File: src/rtl/vga_timing_pkg.sv
// 640x480@60 raster timing constants and the segment type shared by the
// horizontal and vertical sequencer FSMs.
package vga_timing_pkg;

   localparam int VGA_H_ACTIVE = 640;
   localparam int VGA_H_FP     = 16;
   localparam int VGA_H_SYNC   = 96;
   localparam int VGA_H_BP     = 48;
   localparam int VGA_V_ACTIVE = 480;
   localparam int VGA_V_FP     = 10;
   localparam int VGA_V_SYNC   = 2;
   localparam int VGA_V_BP     = 33;

   typedef enum logic [1:0] {ACT, FP, SYNC, BP} seg_t;

   function automatic int seg_total(input int act, input int fp, input int sync, input int bp);
      return act + fp + sync + bp;
   endfunction

   function automatic int h_total(input int act, input int fp, input int sync, input int bp);
      return seg_total(act, fp, sync, bp);
   endfunction

   function automatic int v_total(input int act, input int fp, input int sync, input int bp);
      return seg_total(act, fp, sync, bp);
   endfunction

endpackage

File: src/rtl/pixel_tick_gen.sv
// Enable-gated pixel clock-enable: a registered one-clk strobe every
// DIV_VALUE+1 cycles, restarting from a fresh phase whenever enable drops.
module pixel_tick_gen #(
   parameter int DIV_VALUE = 3
) (
   input  logic clk,
   input  logic rst_n,
   input  logic enable,
   output logic tick
);

   localparam int DW = (DIV_VALUE > 0) ? $clog2(DIV_VALUE + 1) : 1;
   localparam logic [DW-1:0] DIV_LAST = DW'(DIV_VALUE);

   logic [DW-1:0] div_q, div_d;
   logic          tick_q, tick_d;

   always_comb begin
      div_d  = '0;
      tick_d = 1'b0;
      if (enable) begin
         if (div_q == DIV_LAST) begin
            tick_d = 1'b1;
         end else begin
            div_d = div_q + DW'(1);
         end
      end
   end

   always_ff @(posedge clk or negedge rst_n) begin
      if (!rst_n) begin
         div_q  <= '0;
         tick_q <= 1'b0;
      end else begin
         div_q  <= div_d;
         tick_q <= tick_d;
      end
   end

   assign tick = tick_q;

endmodule

File: src/rtl/vga_sync_sequencer.sv
// Raster sequencer: pixel ticks step the horizontal and vertical segment FSMs
// and position counters; syncs, visible window and line/frame markers follow.
module vga_sync_sequencer
   import vga_timing_pkg::*;
#(
   parameter int DIV_VALUE = 3,
   parameter int H_ACTIVE  = VGA_H_ACTIVE,
   parameter int H_FP      = VGA_H_FP,
   parameter int H_SYNC    = VGA_H_SYNC,
   parameter int H_BP      = VGA_H_BP,
   parameter int V_ACTIVE  = VGA_V_ACTIVE,
   parameter int V_FP      = VGA_V_FP,
   parameter int V_SYNC    = VGA_V_SYNC,
   parameter int V_BP      = VGA_V_BP,
   parameter bit SYNC_POL  = 1'b0,
   parameter int CNT_W     = 10
) (
   input  logic             clk,
   input  logic             rst_n,
   input  logic             enable,
   output logic             pix_tick,
   output logic [CNT_W-1:0] h_pos,
   output logic [CNT_W-1:0] v_pos,
   output logic             video_on,
   output logic             hsync,
   output logic             vsync,
   output logic             line_tick,
   output logic             frame_tick
);

   localparam int H_TOTAL = h_total(H_ACTIVE, H_FP, H_SYNC, H_BP);
   localparam int V_TOTAL = v_total(V_ACTIVE, V_FP, V_SYNC, V_BP);

   // Last position of each segment; the FSMs leave a segment when stepping off it.
   localparam logic [CNT_W-1:0] H_ACT_END  = CNT_W'(H_ACTIVE - 1);
   localparam logic [CNT_W-1:0] H_FP_END   = CNT_W'(H_ACTIVE + H_FP - 1);
   localparam logic [CNT_W-1:0] H_SYNC_END = CNT_W'(H_ACTIVE + H_FP + H_SYNC - 1);
   localparam logic [CNT_W-1:0] H_LAST     = CNT_W'(H_TOTAL - 1);
   localparam logic [CNT_W-1:0] V_ACT_END  = CNT_W'(V_ACTIVE - 1);
   localparam logic [CNT_W-1:0] V_FP_END   = CNT_W'(V_ACTIVE + V_FP - 1);
   localparam logic [CNT_W-1:0] V_SYNC_END = CNT_W'(V_ACTIVE + V_FP + V_SYNC - 1);
   localparam logic [CNT_W-1:0] V_LAST     = CNT_W'(V_TOTAL - 1);

   logic             tick;
   logic             running_q, running_d;
   logic [CNT_W-1:0] h_q, h_d;
   logic [CNT_W-1:0] v_q, v_d;
   seg_t             hseg_q, hseg_d;
   seg_t             vseg_q, vseg_d;
   logic             step;
   logic             h_wrap;

   pixel_tick_gen #(
      .DIV_VALUE (DIV_VALUE)
   ) u_tick (
      .clk    (clk),
      .rst_n  (rst_n),
      .enable (enable),
      .tick   (tick)
   );

   assign step   = tick & running_q;
   assign h_wrap = step & (h_q == H_LAST);

   // Position counters and run flag; dropping enable returns everything to idle.
   always_comb begin
      running_d = running_q | tick;
      h_d       = h_q;
      v_d       = v_q;
      if (step) begin
         h_d = h_wrap ? '0 : h_q + CNT_W'(1);
      end
      if (h_wrap) begin
         v_d = (v_q == V_LAST) ? '0 : v_q + CNT_W'(1);
      end
      if (!enable) begin
         running_d = 1'b0;
         h_d       = '0;
         v_d       = '0;
      end
   end

   always_comb begin
      hseg_d = hseg_q;
      if (step) begin
         case (hseg_q)
            ACT:     if (h_q == H_ACT_END)  hseg_d = FP;
            FP:      if (h_q == H_FP_END)   hseg_d = SYNC;
            SYNC:    if (h_q == H_SYNC_END) hseg_d = BP;
            BP:      if (h_q == H_LAST)     hseg_d = ACT;
            default: hseg_d = ACT;
         endcase
      end
      if (!enable) begin
         hseg_d = ACT;
      end
   end

   always_comb begin
      vseg_d = vseg_q;
      if (h_wrap) begin
         case (vseg_q)
            ACT:     if (v_q == V_ACT_END)  vseg_d = FP;
            FP:      if (v_q == V_FP_END)   vseg_d = SYNC;
            SYNC:    if (v_q == V_SYNC_END) vseg_d = BP;
            BP:      if (v_q == V_LAST)     vseg_d = ACT;
            default: vseg_d = ACT;
         endcase
      end
      if (!enable) begin
         vseg_d = ACT;
      end
   end

   always_ff @(posedge clk or negedge rst_n) begin
      if (!rst_n) begin
         running_q <= 1'b0;
         h_q       <= '0;
         v_q       <= '0;
         hseg_q    <= ACT;
         vseg_q    <= ACT;
      end else begin
         running_q <= running_d;
         h_q       <= h_d;
         v_q       <= v_d;
         hseg_q    <= hseg_d;
         vseg_q    <= vseg_d;
      end
   end

   assign pix_tick   = tick;
   assign h_pos      = h_q;
   assign v_pos      = v_q;
   assign video_on   = running_q & (hseg_q == ACT) & (vseg_q == ACT);
   assign hsync      = (hseg_q == SYNC) ? SYNC_POL : ~SYNC_POL;
   assign vsync      = (vseg_q == SYNC) ? SYNC_POL : ~SYNC_POL;
   assign line_tick  = tick & running_q & (h_q == '0);
   assign frame_tick = line_tick & (v_q == '0);

endmodule
File: config.mk
export PLATFORM = sky130hd
export DESIGN_NAME = vga_sync_sequencer
export DESIGN_NICKNAME = d
export VERILOG_FILES = /design/src/rtl/vga_timing_pkg.sv /design/src/rtl/pixel_tick_gen.sv /design/src/rtl/vga_sync_sequencer.sv
export SDC_FILE = /design/constraint.sdc
export NUM_CORES = 1
export LEC_CHECK = 0
export ABC_AREA = 1
export CAP_MARGIN = 20
export CORE_AREA = 2 2 60 68
export CTS_BUF_LIST = sky130_fd_sc_hd__clkbuf_8 sky130_fd_sc_hd__clkbuf_16
export DETAILED_ROUTE_END_ITERATION = 10
export DIE_AREA = 0 0 62 70
export PLACE_DENSITY_LB_ADDON = 0.25
export SYNTH_ARGS = -nofsm -noshare
export SYNTH_HDL_FRONTEND = slang
export SYNTH_HIERARCHICAL = 1
export SYNTH_SLANG_ARGS = --single-unit
File: constraint.sdc
create_clock -name clk -period 2 [get_ports clk]
set_input_delay 0.4 -clock clk [delete_from_list [all_inputs] [get_ports clk]]
set_output_delay 0.4 -clock clk [all_outputs]
set_load 0.02 [all_outputs]
==> results of run 1 <==
==> per-layer routing <==
metal  GRT usage, %  up-vias
li1               -      941
met1           30.2      823
met2           34.7       42
met3           2.22        5
met4           8.04        0
met5              0        -
==> layout by cell type (no fill, tap or decap), types with 2 or more instances in the layout <==
cell type	n
xor2_1	5
nor2_2	3
nand4_1	6
ha_1	14
nor3_2	3
nor2_1	36
dlygate4sd2_1	3
nand2_2	2
nand2_1	59
nand3_1	21
a21oi_1	10
nor3_1	7
o21ai_0	10
inv_1	42
clkdlybuf4s50_1	23
clkbuf_8	3
buf_4	32
nand3_2	3
dfrtp_1	28
==> sequential cells by signal, summed over array words and instances (netlist names) <==
name,count
h_pos,10
hseg_q,2
running_q,1
u_tick/div_q,2
u_tick/tick,1
v_pos,10
vseg_q,2
==> cell families (layout without fill, tap and decap cells) <==
| kind of cell | after synthesis | after routing | synth area share (%) |
|---|---|---|---|
| AO/OA/AOI/OAI | 22 | 22 | 5.99 |
| XOR/XNOR | 5 | 5 | 2.30 |
| adder cells (fa/ha/maj) | 14 | 14 | 9.21 |
| buffers and inverters | 48 | 106 | 10.7 |
| flip-flops | 28 | 28 | 36.8 |
| AND/OR/NAND/NOR | 145 | 145 | 34.9 |
==> worst max-delay path: stages (launching register included) <==
cell and delay, ns:
dfrtp_1 0.40, inv_1 0.08, ha_1 0.14, nand2_1 0.06, nor3_2 0.13, nand3_1 0.14, buf_4 0.16, inv_1 0.05
buf_4 0.13
==> layout make-up <==
cell class                      instances  area (um2)  share of cell area (%)
Inverter                               43         161                    6.44
Clock buffer                            3        41.3                    1.65
Multi-Input combinational cell        186        1010                    40.2
Sequential cell                        28         701                    27.9
Tap cell                               52        65.1                    2.59
Timing Repair Buffer                   59         502                    20.0
Clock inverter                          1        30.0                    1.20
==> metrics by stage <==
| stage | hold WS, ns | instances | cell area [um2] | utilization, % | setup WS (ns) |
|---|---|---|---|---|---|
| 5_1_grt | 0.468 | 372 | 2510 | 66.8 | -0.0272 |
| 4_1_cts | 0.443 | 371 | 2490 | 66.4 | 0.0202 |
| 3_3_place_gp | 0.423 | 367 | 2430 | 64.7 | -0.115 |
| 2_1_floorplan | 0.104 | 262 | 1900 | - | 0.180 |
| 3_5_place_dp | 0.424 | 367 | 2430 | 64.7 | -0.134 |
| 6_report | 0.452 | 372 | 2510 | 66.8 | 0.0490 |
==> worst max path at each step <==
stage | startpoint | end
floorplan | h_pos[1] | frame_tick
global placement | h_pos[1] | frame_tick
detailed placement | h_pos[1] | frame_tick
CTS | h_pos[1] | line_tick
global route | h_pos[1] | line_tick
finish | h_pos[1] | line_tick
==> where the power goes <==
part	internal (mW)	leakage [nW]	switching, mW
Clock	0.269	0.0357	0.197
Sequential	0.594	0.385	0.0191
Combinational	0.121	0.846	0.169
==> repair_timing <==
action | 4_1_cts | 5_1_grt
buffers inserted | 0 | 1
pin swaps | 0 | 1
setup endpoints to repair | 5 | 2
gates resized for setup | 13 | 2
==> out/metrics.yaml, run 1 <==
post-route-min-period_ns: 1.95
drt_iter0_markers: 106
synth_area_um2: 1900
cts_tree: "done"
grt_max_degree: 29
drc_errors: 0
crit_fanout: 2
cap_viol_max_count: 0
total_power_mw: 1.37
maxSlewHeadroom_pct: 75.1
grt.total_usage_pct: 21.9
timing.fmax_mhz: 513
cts_made_buffers: 3
wl_per_cell_um: 11.4
grt_pass1_wl_mm: 7.22
wl_mm: 4.26
rr_endpoint: "v_pos[9]"
htreeDepth: 1
synth_cell_type_count: 26
end_kind: "output port"
synth_top_area_share_pct: 36.8
crit_type: "reg -> out"
synth_top_cell_by_area: "dfrtp_1"
cts_sinks: 28
r2r-start: "h_pos[1]"
die_area_um2: 4340
dpl.hpwl_mm: 3.27
cts_max_path_buffers: 2
min_path_cells: 1
synth_edf_count: 0
gp_congestion: 0.871
setup_violations: 0
hold_end: "u_tick/div_q[0]"
grt_pass1_vias: 1695
antenna_found_initial: 0
finalHoldViolCount: 0
tightest_slew_ns: 0.373
synth_flop_cell: "dfrtp_1"
dr_wl_met3_um: 177
drv_slew: 0
coreArea_um2: 3750
synth.area.top_cells: "dfrtp_1 37%, nand2_1 12%, ha_1 9.2%"
routed-via-count: 1811
m1WireLength_mm: 1.94
area_growth_pct: 31.8
synth_seq_area_share_pct: 36.8
dr_wl_met2_mm: 2.07
start_util_pct: 50.7
clk_latency_ns: 0.29
finalSetupTns_ns: 0
yosysMostFrequentCell: "nand2_1"
vias_per_cell: 4.87
status: "completed"
r2r_cells: 11
top_layer: "met4"
clk_pin_slew_worst_paths_ns: 0.11
start_kind: "flip-flop"
worstPathRequired_ns: 1.60
holdCritPathClass: "reg -> reg"
synth_common_cells: "59 x nand2_1, 42 x inv_1, 36 x nor2_1"
portBuffers: 28
syn_avg_cell_area_um2: 7.26
vdd_drop_max_uv: 364
syn-num-nets: 279
die_x_um: 62
rrSetupSlack_ns: 0.15
period_share_pct: 97.5
nFillCells: 334
die_y_um: 70
power.density_nw_per_um2: 546
cts_root_buffer: "clkbuf_8"
drive_above_1_share_pct: 15.9
cts_hold_buf: 0
synth_seq_cells: 28
async_flop_share_pct: 100
synthCells: 262
synth.yosys.warnings: 6
clock_skew_ns: 0.0103
drtAntennaViolNets: 0
io_pins: 29
grt_overflow: 0
drt_first_pass_iters: 4
layout.nets: 338
antenna_cells: 0
rows: 24
min_from: "u_tick/div_q[0]"
p_leak_nw: 1.27
worstPathArrival_ns: 1.55
Note: power is estimated with default switching activity, not from simulation.
==> run 2: changes to the inputs <==
- ABC_CLOCK_PERIOD_IN_PS: not set -> 2000
- CORE_AREA: 2 2 60 68 -> 2 2 52 78
- DIE_AREA: 0 0 62 70 -> 0 0 54 80
==> out/metrics.yaml, run 2 (synthesized netlist as in run 1, its figures left out) <==
tightest_slew_ns: 0.373
slowest_stage: "dfrtp_1"
whs_ns: 0.437
clk_latency_ns: 0.27
routed-via-count: 1825
io_pins: 29
power.density_nw_per_um2: 496
end_kind: "output port"
wl_mm: 4.52
grt_pass1_vias: 1777
cts_hold_buf: 0
drt_first_pass_iters: 4
path_cells: "inv_1 -> ha_1 -> and3_1 -> dlygate4sd2_1"
crit_fanout: 5
nFillCells: 325
p_leak_nw: 1.24
die_area_um2: 4320
wl_per_cell_um: 12.6
layout_common_cells: "59 x nand2_1, 42 x inv_1, 36 x nor2_1, 30 x buf_4, 28 x dfrtp_1"
drive_above_1_share_pct: 14.8
grt_pass1_wl_mm: 7.52
die_y_um: 80
drc_errors: 0
grt_max_degree: 29
fin_util_pct: 67.0
critPathMaxStageDelay_ns: 0.43
cts_max_path_buffers: 2
timing.fmax_mhz: 521
start_util_pct: 52.1
multi_input_area_um2: 1000
coreArea_um2: 3650
clk_pin_slew_worst_paths_ns: 0.09
crit_type: "reg -> out"
cts_sinks: 28
maxSlewHeadroom_pct: 75.1
gp_congestion: 0.864
setup_violations: 0
grt.total_usage_pct: 23.7
portBuffers: 28
antenna_found_initial: 0
cts_made_buffers: 3
worstPathArrival_ns: 1.52
worstPathRequired_ns: 1.60
cts_root_buffer: "clkbuf_8"
htreeDepth: 1
cts_tree: "done"
rsz0062_at_grt: "yes"
finalHoldViolCount: 0
rows: 27
status: "completed"
drtAntennaViolNets: 0
holdCritPathClass: "reg -> reg"
cap_viol_max_count: 0
drv_slew: 0
clock_skew_ns: 0.00208
dpl.hpwl_mm: 3.55
grt_overflow: 0
drt_iter0_markers: 36
ff_latch_area_um2: 701
area_growth_pct: 28.6
mostFrequentLayoutCell: "nand2_1"
start_kind: "flip-flop"
vias_per_cell: 5.07
layout.nets: 336
vdd_drop_max_uv: 495
period_share_pct: 96.0
post-route-min-period_ns: 1.92
die_x_um: 54
antenna_cells: 0
run 2: cell types whose count changed in the layout (fill, tap and decap cells not counted), sizes merged:
| cell | delta |
|---|---|
| buf | -3 |
| bufinv | -1 |
| clkbuf | +1 |
run 2: metal layers:
metal / global-route usage (%) / share of wire [%] / vias to the layer above
li1: - / - / 932
met1: 26.2 / 41 / 847
met2: 44.8 / 55 / 40
met3: 2.25 / 2.6 / 6
met4: 7.50 / 1.2 / 0
met5: 0 / 0 / -
run 2: power by group:
part	internal [mW]	switching [mW]
Clock	0.135	0.174
Combinational	0.114	0.170
Sequential	0.594	0.0258
run 2: critical path: cells and delay by family, from the launching register on:
kind	cells	cell delay, ns
DFF	1	0.43
buffers and inverters	2	0.40
adders and majority gates	1	0.22
and+or+nand+nor	1	0.19
run 2: stage by stage:
stage / worst slack, ns / cells / power, mW / setup TNS, ns / cell area [um2]
after floorplan: 0.180 / 262 / 0.808 / 0 / 1900
after global placement: -0.103 / 357 / 0.905 / -0.103 / 2410
after detailed placement: -0.101 / 357 / 0.921 / -0.101 / 2410
after CTS: 0.0133 / 360 / 1.22 / 0 / 2440
after global routing: -0.0662 / 360 / 1.29 / -0.0662 / 2450
final: 0.0800 / 360 / 1.21 / 0 / 2450
run 2: final cells by class:
| cell class | count | area share [%] |
|---|---|---|
| inverter | 43 | 6.60 |
| clock buffer | 3 | 1.69 |
| timing repair buffer | 57 | 19.9 |
| tap | 43 | 2.20 |
| multi-input combinational | 186 | 41.0 |
| sequential | 28 | 28.6 |
run 2: worst paths after layout:
kind	start	depth (start not counted)	to	slack, ns
setup / recovery	vseg_q[0]	4	video_on	0.08
hold / removal	u_tick/div_q[0]	1	u_tick/div_q[0]	0.44
setup reg to reg	h_pos[0]	12	vseg_q[1]	0.25
hold reg to reg	u_tick/div_q[0]	1	u_tick/div_q[0]	0.44
max in group asynchronous	rst_n	2	v_pos[4]	1.22
min in group asynchronous	rst_n	2	h_pos[6]	0.50
run 2: what timing repair did:
item	CTS	global route
setup buffers	0	0
resized for setup	9	4
endpoints found under the setup margin	5	2
cloned	0	0
endpoints found under the hold margin	0	0
